==> config.mk <==
export PLATFORM = sky130hd
export DESIGN_NAME = div_iter_flat
export DESIGN_NICKNAME = d
export VERILOG_FILES = /design/src/rtl/div_iter_pkg.sv /design/src/rtl/div_iter_if.sv /design/src/rtl/div_iter_step.sv /design/src/rtl/div_iter.sv /design/src/flat_wrapper.sv
export SDC_FILE = /design/constraint.sdc
export NUM_CORES = 1
export LEC_CHECK = 0
export BUFFER_PORTS_ARGS = -buffer_cell sky130_fd_sc_hd__clkbuf_2
export CORE_MARGIN = 2
export CORE_UTILIZATION = 27
export DETAILED_ROUTE_END_ITERATION = 7
export PLACE_DENSITY = 0.45
export SYNTH_ARGS = -nofsm -noshare
export SYNTH_HDL_FRONTEND = slang
export SYNTH_SLANG_ARGS = --single-unit
==> constraint.sdc <==
create_clock -name clk -period 3.75 [get_ports clk]
set_input_delay 0.5625 -clock clk [delete_from_list [all_inputs] [get_ports clk]]
set_output_delay 0.5625 -clock clk [all_outputs]
set_load 0.05 [all_outputs]
==> src/rtl/div_iter_pkg.sv <==
`default_nettype none
// ============================================================================
//  Module   : div_iter_pkg
//  Purpose  : Shared definitions for the iterative radix-2 divider. Provides
//             the default operand width, the divider FSM state encodings and
//             the EX-stage opcode to (in_signed, in_rem) decode.
//  Revision : 1.0  initial release
// ============================================================================
package div_iter_pkg;

    localparam int DIV_WIDTH = 32;

    typedef enum logic [1:0] {
        DIV_ST_IDLE = 2'd0,
        DIV_ST_CALC = 2'd1,
        DIV_ST_FIX  = 2'd2,
        DIV_ST_DONE = 2'd3
    } div_state_e;

    typedef enum logic [1:0] {
        OP_DIV  = 2'd0,
        OP_MOD  = 2'd1,
        OP_DIVU = 2'd2,
        OP_MODU = 2'd3
    } div_op_e;

    typedef struct packed {
        logic is_signed;
        logic is_rem;
    } div_ctl_t;

    // EX-stage decode: which of the four divide ops maps to which controls.
    function automatic div_ctl_t div_op_decode(input div_op_e op);
        div_ctl_t c;
        c.is_signed = (op == OP_DIV) || (op == OP_MOD);
        c.is_rem    = (op == OP_MOD) || (op == OP_MODU);
        return c;
    endfunction

endpackage : div_iter_pkg
`default_nettype wire

==> src/rtl/div_iter_if.sv <==
`default_nettype none
// ============================================================================
//  Module   : div_iter_if
//  Purpose  : Request/response handshake bundle of the iterative divider.
//             master = requester/consumer (EX stage), slave = divider.
//  Signals  : in_valid/in_ready/in_signed/in_rem/in_dividend/in_divisor
//             out_valid/out_ready/out_result/out_dbz
//  Revision : 1.0  initial release
// ============================================================================
interface div_iter_if #(
    parameter int WIDTH = 32
);
    logic             in_valid;
    logic             in_ready;
    logic             in_signed;
    logic             in_rem;
    logic [WIDTH-1:0] in_dividend;
    logic [WIDTH-1:0] in_divisor;
    logic             out_valid;
    logic             out_ready;
    logic [WIDTH-1:0] out_result;
    logic             out_dbz;

    modport master (
        output in_valid, in_signed, in_rem, in_dividend, in_divisor, out_ready,
        input  in_ready, out_valid, out_result, out_dbz
    );

    modport slave (
        input  in_valid, in_signed, in_rem, in_dividend, in_divisor, out_ready,
        output in_ready, out_valid, out_result, out_dbz
    );
endinterface : div_iter_if
`default_nettype wire

==> src/rtl/div_iter_step.sv <==
`default_nettype none
// ============================================================================
//  Module   : div_step
//  Purpose  : One combinational restoring-division step. Shifts the next
//             dividend bit into the partial remainder and subtracts the
//             divisor when it fits.
//  Ports    : i_rem     partial remainder (always < i_divisor)
//             i_bit     next dividend bit, MSB first
//             i_divisor unsigned divisor magnitude
//             o_rem     updated partial remainder
//             o_qbit    quotient bit produced by this step
//  Revision : 1.0  initial release
// ============================================================================
module div_step #(
    parameter int WIDTH = 32
) (
    input  logic [WIDTH-1:0] i_rem,
    input  logic             i_bit,
    input  logic [WIDTH-1:0] i_divisor,
    output logic [WIDTH-1:0] o_rem,
    output logic             o_qbit
);
    // {rem, bit} is WIDTH+1 bits wide; one more bit carries the borrow.
    logic [WIDTH+1:0] w_trial;
    logic [WIDTH:0]   w_shift;

    assign w_shift = {i_rem, i_bit};
    assign w_trial = {1'b0, w_shift} - {2'b00, i_divisor};
    assign o_qbit  = ~w_trial[WIDTH+1];

    // Because i_rem < divisor, both the difference and a restored shift
    // value fit in WIDTH bits.
    assign o_rem   = o_qbit ? w_trial[WIDTH-1:0] : w_shift[WIDTH-1:0];
endmodule : div_step
`default_nettype wire

==> src/rtl/div_iter.sv <==
`default_nettype none
// ============================================================================
//  Module   : div_iter
//  Purpose  : Iterative radix-2 restoring divider, signed or unsigned,
//             returning quotient or remainder. One quotient bit per cycle,
//             deterministic divide-by-zero and MIN/-1 results.
//  Ports    : clk     clock, all state changes on posedge
//             rst_n   synchronous active-low reset
//             flush   aborts any in-flight or just-offered request
//             bus     div_iter_if.slave request/response handshake
//  Revision : 1.0  initial release
// ============================================================================
module div_iter
    import div_iter_pkg::*;
#(
    parameter int WIDTH = DIV_WIDTH,
    parameter int CNT_W = $clog2(WIDTH + 1)
) (
    input  logic      clk,
    input  logic      rst_n,
    input  logic      flush,
    div_iter_if.slave bus
);

    div_state_e       r_state;
    div_state_e       w_state_nxt;

    logic [CNT_W-1:0] r_cnt;
    logic [WIDTH-1:0] r_a;          // dividend shifting out, quotient shifting in
    logic [WIDTH-1:0] r_b;          // |divisor|
    logic [WIDTH-1:0] r_rem;        // partial remainder
    logic [WIDTH-1:0] r_dvd_orig;   // untouched dividend for the dbz remainder
    logic             r_q_neg;
    logic             r_r_neg;
    logic             r_rem_sel;
    logic             r_dbz;
    logic [WIDTH-1:0] r_result;
    logic             r_out_dbz;

    logic             w_accept;
    logic             w_calc_last;
    logic             w_a_neg;
    logic             w_b_neg;
    logic [WIDTH-1:0] w_a_abs;
    logic [WIDTH-1:0] w_b_abs;
    logic [WIDTH-1:0] w_rem_nxt;
    logic             w_qbit;
    logic [WIDTH-1:0] w_q_fix;
    logic [WIDTH-1:0] w_r_fix;
    logic [WIDTH-1:0] w_fix_result;

    // ------------------------------------------------------------------
    // Handshake decode
    // ------------------------------------------------------------------
    assign bus.in_ready   = (r_state == DIV_ST_IDLE);
    assign bus.out_valid  = (r_state == DIV_ST_DONE);
    assign bus.out_result = r_result;
    assign bus.out_dbz    = r_out_dbz;

    // A flush in the accepting cycle discards the request.
    assign w_accept    = bus.in_valid && (r_state == DIV_ST_IDLE) && !flush;
    assign w_calc_last = (r_cnt == CNT_W'(WIDTH - 1));

    // ------------------------------------------------------------------
    // Operand magnitudes. |MIN| is 2^(WIDTH-1) read unsigned, which is
    // what makes MIN/-1 come out as MIN with no special case.
    // ------------------------------------------------------------------
    assign w_a_neg = bus.in_signed && bus.in_dividend[WIDTH-1];
    assign w_b_neg = bus.in_signed && bus.in_divisor[WIDTH-1];
    assign w_a_abs = w_a_neg ? (-bus.in_dividend) : bus.in_dividend;
    assign w_b_abs = w_b_neg ? (-bus.in_divisor)  : bus.in_divisor;

    div_step #(
        .WIDTH (WIDTH)
    ) u_step (
        .i_rem     (r_rem),
        .i_bit     (r_a[WIDTH-1]),
        .i_divisor (r_b),
        .o_rem     (w_rem_nxt),
        .o_qbit    (w_qbit)
    );

    // ------------------------------------------------------------------
    // Sign fix-up and final selection
    // ------------------------------------------------------------------
    assign w_q_fix = r_q_neg ? (-r_a)   : r_a;
    assign w_r_fix = r_r_neg ? (-r_rem) : r_rem;

    always_comb begin
        w_fix_result = r_rem_sel ? w_r_fix : w_q_fix;
        if (r_dbz) begin
            w_fix_result = r_rem_sel ? r_dvd_orig : {WIDTH{1'b1}};
        end
    end

    // ------------------------------------------------------------------
    // FSM
    // ------------------------------------------------------------------
    always_ff @(posedge clk) begin
        if (!rst_n) begin
            r_state <= DIV_ST_IDLE;
        end else begin
            r_state <= w_state_nxt;
        end
    end

    always_comb begin
        w_state_nxt = r_state;
        if (flush) begin
            w_state_nxt = DIV_ST_IDLE;
        end else begin
            case (r_state)
                DIV_ST_IDLE: if (w_accept)      w_state_nxt = DIV_ST_CALC;
                DIV_ST_CALC: if (w_calc_last)   w_state_nxt = DIV_ST_FIX;
                DIV_ST_FIX:                     w_state_nxt = DIV_ST_DONE;
                DIV_ST_DONE: if (bus.out_ready) w_state_nxt = DIV_ST_IDLE;
                default:                        w_state_nxt = DIV_ST_IDLE;
            endcase
        end
    end

    // ------------------------------------------------------------------
    // Datapath
    // ------------------------------------------------------------------
    always_ff @(posedge clk) begin
        if (!rst_n) begin
            r_cnt      <= '0;
            r_a        <= '0;
            r_b        <= '0;
            r_rem      <= '0;
            r_dvd_orig <= '0;
            r_q_neg    <= 1'b0;
            r_r_neg    <= 1'b0;
            r_rem_sel  <= 1'b0;
            r_dbz      <= 1'b0;
            r_result   <= '0;
            r_out_dbz  <= 1'b0;
        end else begin
            case (r_state)
                DIV_ST_IDLE: begin
                    if (w_accept) begin
                        r_a        <= w_a_abs;
                        r_b        <= w_b_abs;
                        r_rem      <= '0;
                        r_cnt      <= '0;
                        r_dvd_orig <= bus.in_dividend;
                        r_q_neg    <= w_a_neg ^ w_b_neg;
                        r_r_neg    <= w_a_neg;
                        r_rem_sel  <= bus.in_rem;
                        r_dbz      <= (bus.in_divisor == '0);
                    end
                end
                DIV_ST_CALC: begin
                    r_a   <= {r_a[WIDTH-2:0], w_qbit};
                    r_rem <= w_rem_nxt;
                    r_cnt <= r_cnt + CNT_W'(1);
                end
                DIV_ST_FIX: begin
                    if (!flush) begin
                        r_result  <= w_fix_result;
                        r_out_dbz <= r_dbz;
                    end
                end
                default: begin
                end
            endcase
        end
    end

endmodule : div_iter
`default_nettype wire

==> src/flat_wrapper.sv <==
// flat-port wrapper written by rule: the top's interface ports become plain ports
module div_iter_flat import div_iter_pkg::*;
#(
    parameter int WIDTH = DIV_WIDTH,
    parameter int CNT_W = $clog2(WIDTH + 1)
)
  (clk, rst_n, flush, bus_in_valid, bus_in_signed, bus_in_rem, bus_in_dividend, bus_in_divisor, bus_out_ready, bus_in_ready, bus_out_valid, bus_out_result, bus_out_dbz);
  div_iter_if #(.WIDTH(WIDTH)) bus_i ();
  input  logic clk;
  input  logic rst_n;
  input  logic flush;
  input wire logic [$bits(bus_i.in_valid)-1:0] bus_in_valid;
  input wire logic [$bits(bus_i.in_signed)-1:0] bus_in_signed;
  input wire logic [$bits(bus_i.in_rem)-1:0] bus_in_rem;
  input wire logic [$bits(bus_i.in_dividend)-1:0] bus_in_dividend;
  input wire logic [$bits(bus_i.in_divisor)-1:0] bus_in_divisor;
  input wire logic [$bits(bus_i.out_ready)-1:0] bus_out_ready;
  output wire logic [$bits(bus_i.in_ready)-1:0] bus_in_ready;
  output wire logic [$bits(bus_i.out_valid)-1:0] bus_out_valid;
  output wire logic [$bits(bus_i.out_result)-1:0] bus_out_result;
  output wire logic [$bits(bus_i.out_dbz)-1:0] bus_out_dbz;
  assign bus_i.in_valid = bus_in_valid;
  assign bus_i.in_signed = bus_in_signed;
  assign bus_i.in_rem = bus_in_rem;
  assign bus_i.in_dividend = bus_in_dividend;
  assign bus_i.in_divisor = bus_in_divisor;
  assign bus_i.out_ready = bus_out_ready;
  assign bus_in_ready = bus_i.in_ready;
  assign bus_out_valid = bus_i.out_valid;
  assign bus_out_result = bus_i.out_result;
  assign bus_out_dbz = bus_i.out_dbz;
  div_iter #(.WIDTH(WIDTH), .CNT_W(CNT_W)) u_core (.clk(clk), .rst_n(rst_n), .flush(flush), .bus(bus_i));
endmodule
==> metrics.txt <==
YS warnings 0; grt met1 use 23.9%; Final Hold Viols 0; Yosys top cell area share 29.2%; Slew headroom 33.9%; Hold Path Sink u_core.r_rem_sel; RSZ-0062 raised after global routing no; clk sink count 173; Post-Synthesis Cells 1508; Die H 214 um; core area 43300 sq um; root buf cell clkbuf_16; Sw Share 29.3%; CP required 4060 ps; #FFs+latches synth 173; Initial DRC Count 1010; post-synthesis compound-gate area fraction 26.5%; Synth Area in XOR/XNOR 10.6%; Crit Reg-Reg Startpoint u_core.r_rem[0]; clock share of power 41.1%; fillers 4692; Synth area leaders dfxtp_1 (29%), nand2_1 (7.9%), xnor2_1 (5.4%), xor2_1 (5.2%), a21boi_0 (4.7%); status finished, final reports clean; hold path cells 3; Placed Area 12900 sq um; Tmin final 3350 ps; Hold Crit Start bus_in_rem; row count 76; Chip Width 214 um; asr flop ratio synth 0%; number of buffers created by CTS 17; Switch Pwr 0.00140 W; crit-path max FO 35; total vias in the final route 10800; Setup CP Type reg2reg; Final Cycle Share 89.4%; critical path arrival 3660 ps; Synth Cell Area 11900 sq um; Worst R2R End u_core.r_rem[1]; Seq pwr share 41.0%; fmax 298 MHz; design area 13500 sq um; I/O pin cnt 106; worst setup margin 399 ps; sequential share of the synthesized area 29.2%; clock transition at the registers of the reported paths 70 ps; Max Slew Vio Count 0; Yosys cell types 75; wire length per cell 17.6 um; Final Net Count 1669; setup slack at placement 443 ps; H-tree lvl count 4; synth-to-layout area growth 13.8%; largest area contributor in the netlist dfxtp_1; Vias per Instance 5.02; crit-path cells ha_1 > nor2b_1 > o31a_1 > o41ai_2 > o211ai_1 > a21oi_2 > o21ai_2 > a2111oi_4 > buf_12 > mux2i_1 > o21ai_0; Max Cap Violations 0; cells resized by post-CTS repair 0; initial core utilization 27.4%; antenna-violating nets left 0; CTS Buffer Depth 2; CP Launch Type flop; P per Cell Area 354 nW/um^2; Top Usage Layer GRT met2; CP max-delay cell dfxtp_1; Slew @ Worst Pin 991 ps; Adder-Cell Fraction of Synth Area 4.49%; Final setup violation count 0; count of input and output buffers 105; CTS tree done; number of synthesized flops with an enable pin 0; CP Capture Type flop; total congestion overflow 0; Internal 0.00338 W; largest net degree at the start of global routing 109; DRT Pass-1 Iters 7; Worst Hold Class in2reg; die footprint 45600 sq um; met2 usage 26.9%; Syn Nets 1621; Clock Skews 9.30 ps; Total GRT Usage 16.9%; Final HPWL DP 28300 um; syn avg cell area 7.87 sq um; Largest stage delay, worst path 490 ps; CP top delay family compound AO/OA/AOI/OAI gates; Worst Path Buf+Inv 1; Max VDD drop 0.309 mV; simple-gate portion of the synthesized area 20.2%; DRC Markers 0; Synth Flop Type dfxtp_1; Tot Pwr 0.00478 W; number of placed cells counting well taps 2122; LEAKAGE 5.75 nW; share of post-route cells with drive strength above 1 12.0%; Reg2Reg Setup Slack 400 ps; Comb power frac 17.9%; first-pass GRT wire length 59300 um; Final Wtd Congestion 0.849; Setup TNS 0 ps; antenna violations before repair 2; Clock Latency Late Sink 450 ps; WL final 38000 um; vias in the first global route 10300; hold bufs inserted after CTS 0; non-filler cells, final 2156; post-synthesis mux area share 3.29%; largest family of logic cells by synthesized area compound AO/OA/AOI/OAI gates; post-CTS setup buffer count 0; R2R cell count 11; GR Util met3 3.24%
## cells by family after synthesis
kind of cell    count (synthesis)
simple gates                  507
mux                            39
buf+inv                       155
flops                         173
compound gates                448
xor+xnor                      144
fa+ha+maj                      42
## routing by layer
| metal | vias up | share of wire, % | routed length (um) |
|---|---|---|---|
| met5 | - | 0 | 0 |
| met4 | 0 | 0.88 | 335 |
| met3 | 16 | 5.0 | 1890 |
| met2 | 225 | 44 | 16800 |
| met1 | 5137 | 50 | 18900 |
| li1 | 5452 | - | - |
## through the flow
step	hold WS, ps	utilization, %
floorplan	439	-
global placement	443	29.7
detailed placement	445	29.7
CTS	341	31.2
global route	366	31.2
finish	358	31.2
## power groups by stage
stage               Sequential (W)  Combinational, W  Clock (W)
floorplan                  0.00198          0.000606          0
global placement           0.00200          0.000856          0
detailed placement         0.00200          0.000856          0
CTS                        0.00196          0.000860    0.00203
global route               0.00197          0.000955    0.00209
finish                     0.00196          0.000855    0.00197
## worst max path at each step
stage                          from                to  slack (ps)  cells after the start
floorplan           u_core.r_rem[0]  u_core.r_rem[10]         750                     11
global placement     u_core.r_a[31]  u_core.r_rem[30]         520                     13
detailed placement  u_core.r_rem[0]   u_core.r_rem[8]         440                     11
CTS                 u_core.r_rem[0]   u_core.r_rem[1]         430                     11
global route         u_core.r_a[31]  u_core.r_rem[30]         130                     13
finish              u_core.r_rem[0]   u_core.r_rem[1]         400                     11
## Yosys cell counts (5+ instances only)
library cell and number:
o211ai_1 11, nand4_1 5, a31oi_1 10, nor2b_1 24, nand2_1 251, and3_1 15
dfxtp_1 173, nor3_1 21, nor2_1 73, or4_1 10, o21ai_1 27, nand2b_1 19
clkbuf_1 79, a21oi_1 76, o21a_1 6, a222oi_1 6, o31ai_1 26, o41ai_1 11
o221ai_1 28, nand3_1 24, a211oi_1 5, a22oi_1 5, and2_1 12, inv_1 57
o41ai_2 5, nor4_1 6, xor2_1 71, a21o_1 12, or3_1 20, ha_1 41
a221oi_1 6, o21ai_0 74, a21boi_1 6, o211a_1 26, o311a_1 5, xnor2_1 73
mux2i_1 39, or2_2 8, a21boi_0 75, buf_6 7
## registers in the layout, summed over array words and instances (netlist names)
signal,count
u_core.r_q_neg,1
u_core.r_r_neg,1
u_core.r_dvd_orig,32
u_core.r_rem_sel,1
u_core.r_rem,32
u_core.bus.out_result,32
u_core.r_dbz,1
u_core.r_a,32
u_core.r_state,2
u_core.r_cnt,6
u_core.r_b,32
u_core.bus.out_dbz,1
## layout make-up
| cell class | instances | area (sq um) | share of cell area, % |
|---|---|---|---|
| Multi-Input combinational cell | 1180 | 7740 | 57.3 |
| Sequential cell | 173 | 3460 | 25.7 |
| Tap cell | 585 | 732 | 5.42 |
| Timing Repair Buffer | 127 | 718 | 5.32 |
| Clock buffer | 19 | 443 | 3.28 |
| Inverter | 57 | 214 | 1.58 |
| Clock inverter | 13 | 188 | 1.39 |
| Antenna cell | 2 | 5.00 | 0.0371 |
## cell usage in the layout, fill, tap and decap left out, types with 11 or more instances in the layout
| master | n |
|---|---|
| nand3_1 | 24 |
| o21ai_1 | 28 |
| o31ai_1 | 26 |
| a21o_1 | 12 |
| mux2i_1 | 39 |
| o211ai_1 | 11 |
| nor2_1 | 72 |
| buf_4 | 21 |
| nor2b_1 | 24 |
| a21boi_0 | 75 |
| nand2_1 | 251 |
| dfxtp_1 | 172 |
| nor3_1 | 21 |
| ha_1 | 41 |
| and3_1 | 15 |
| xnor2_1 | 73 |
| inv_1 | 57 |
| a21oi_1 | 76 |
| o41ai_1 | 11 |
| xor2_1 | 71 |
| or3_1 | 20 |
| and2_1 | 12 |
| o221ai_1 | 28 |
| clkbuf_16 | 17 |
| clkbuf_2 | 104 |
| o211a_1 | 26 |
| nand2b_1 | 19 |
| o21ai_0 | 73 |
## tightest hold or removal path: stages
cell and delay [ps]:
clkbuf_2 90, nand2_1 50, a21boi_0 60
Note: power is estimated with default switching activity, not from simulation.
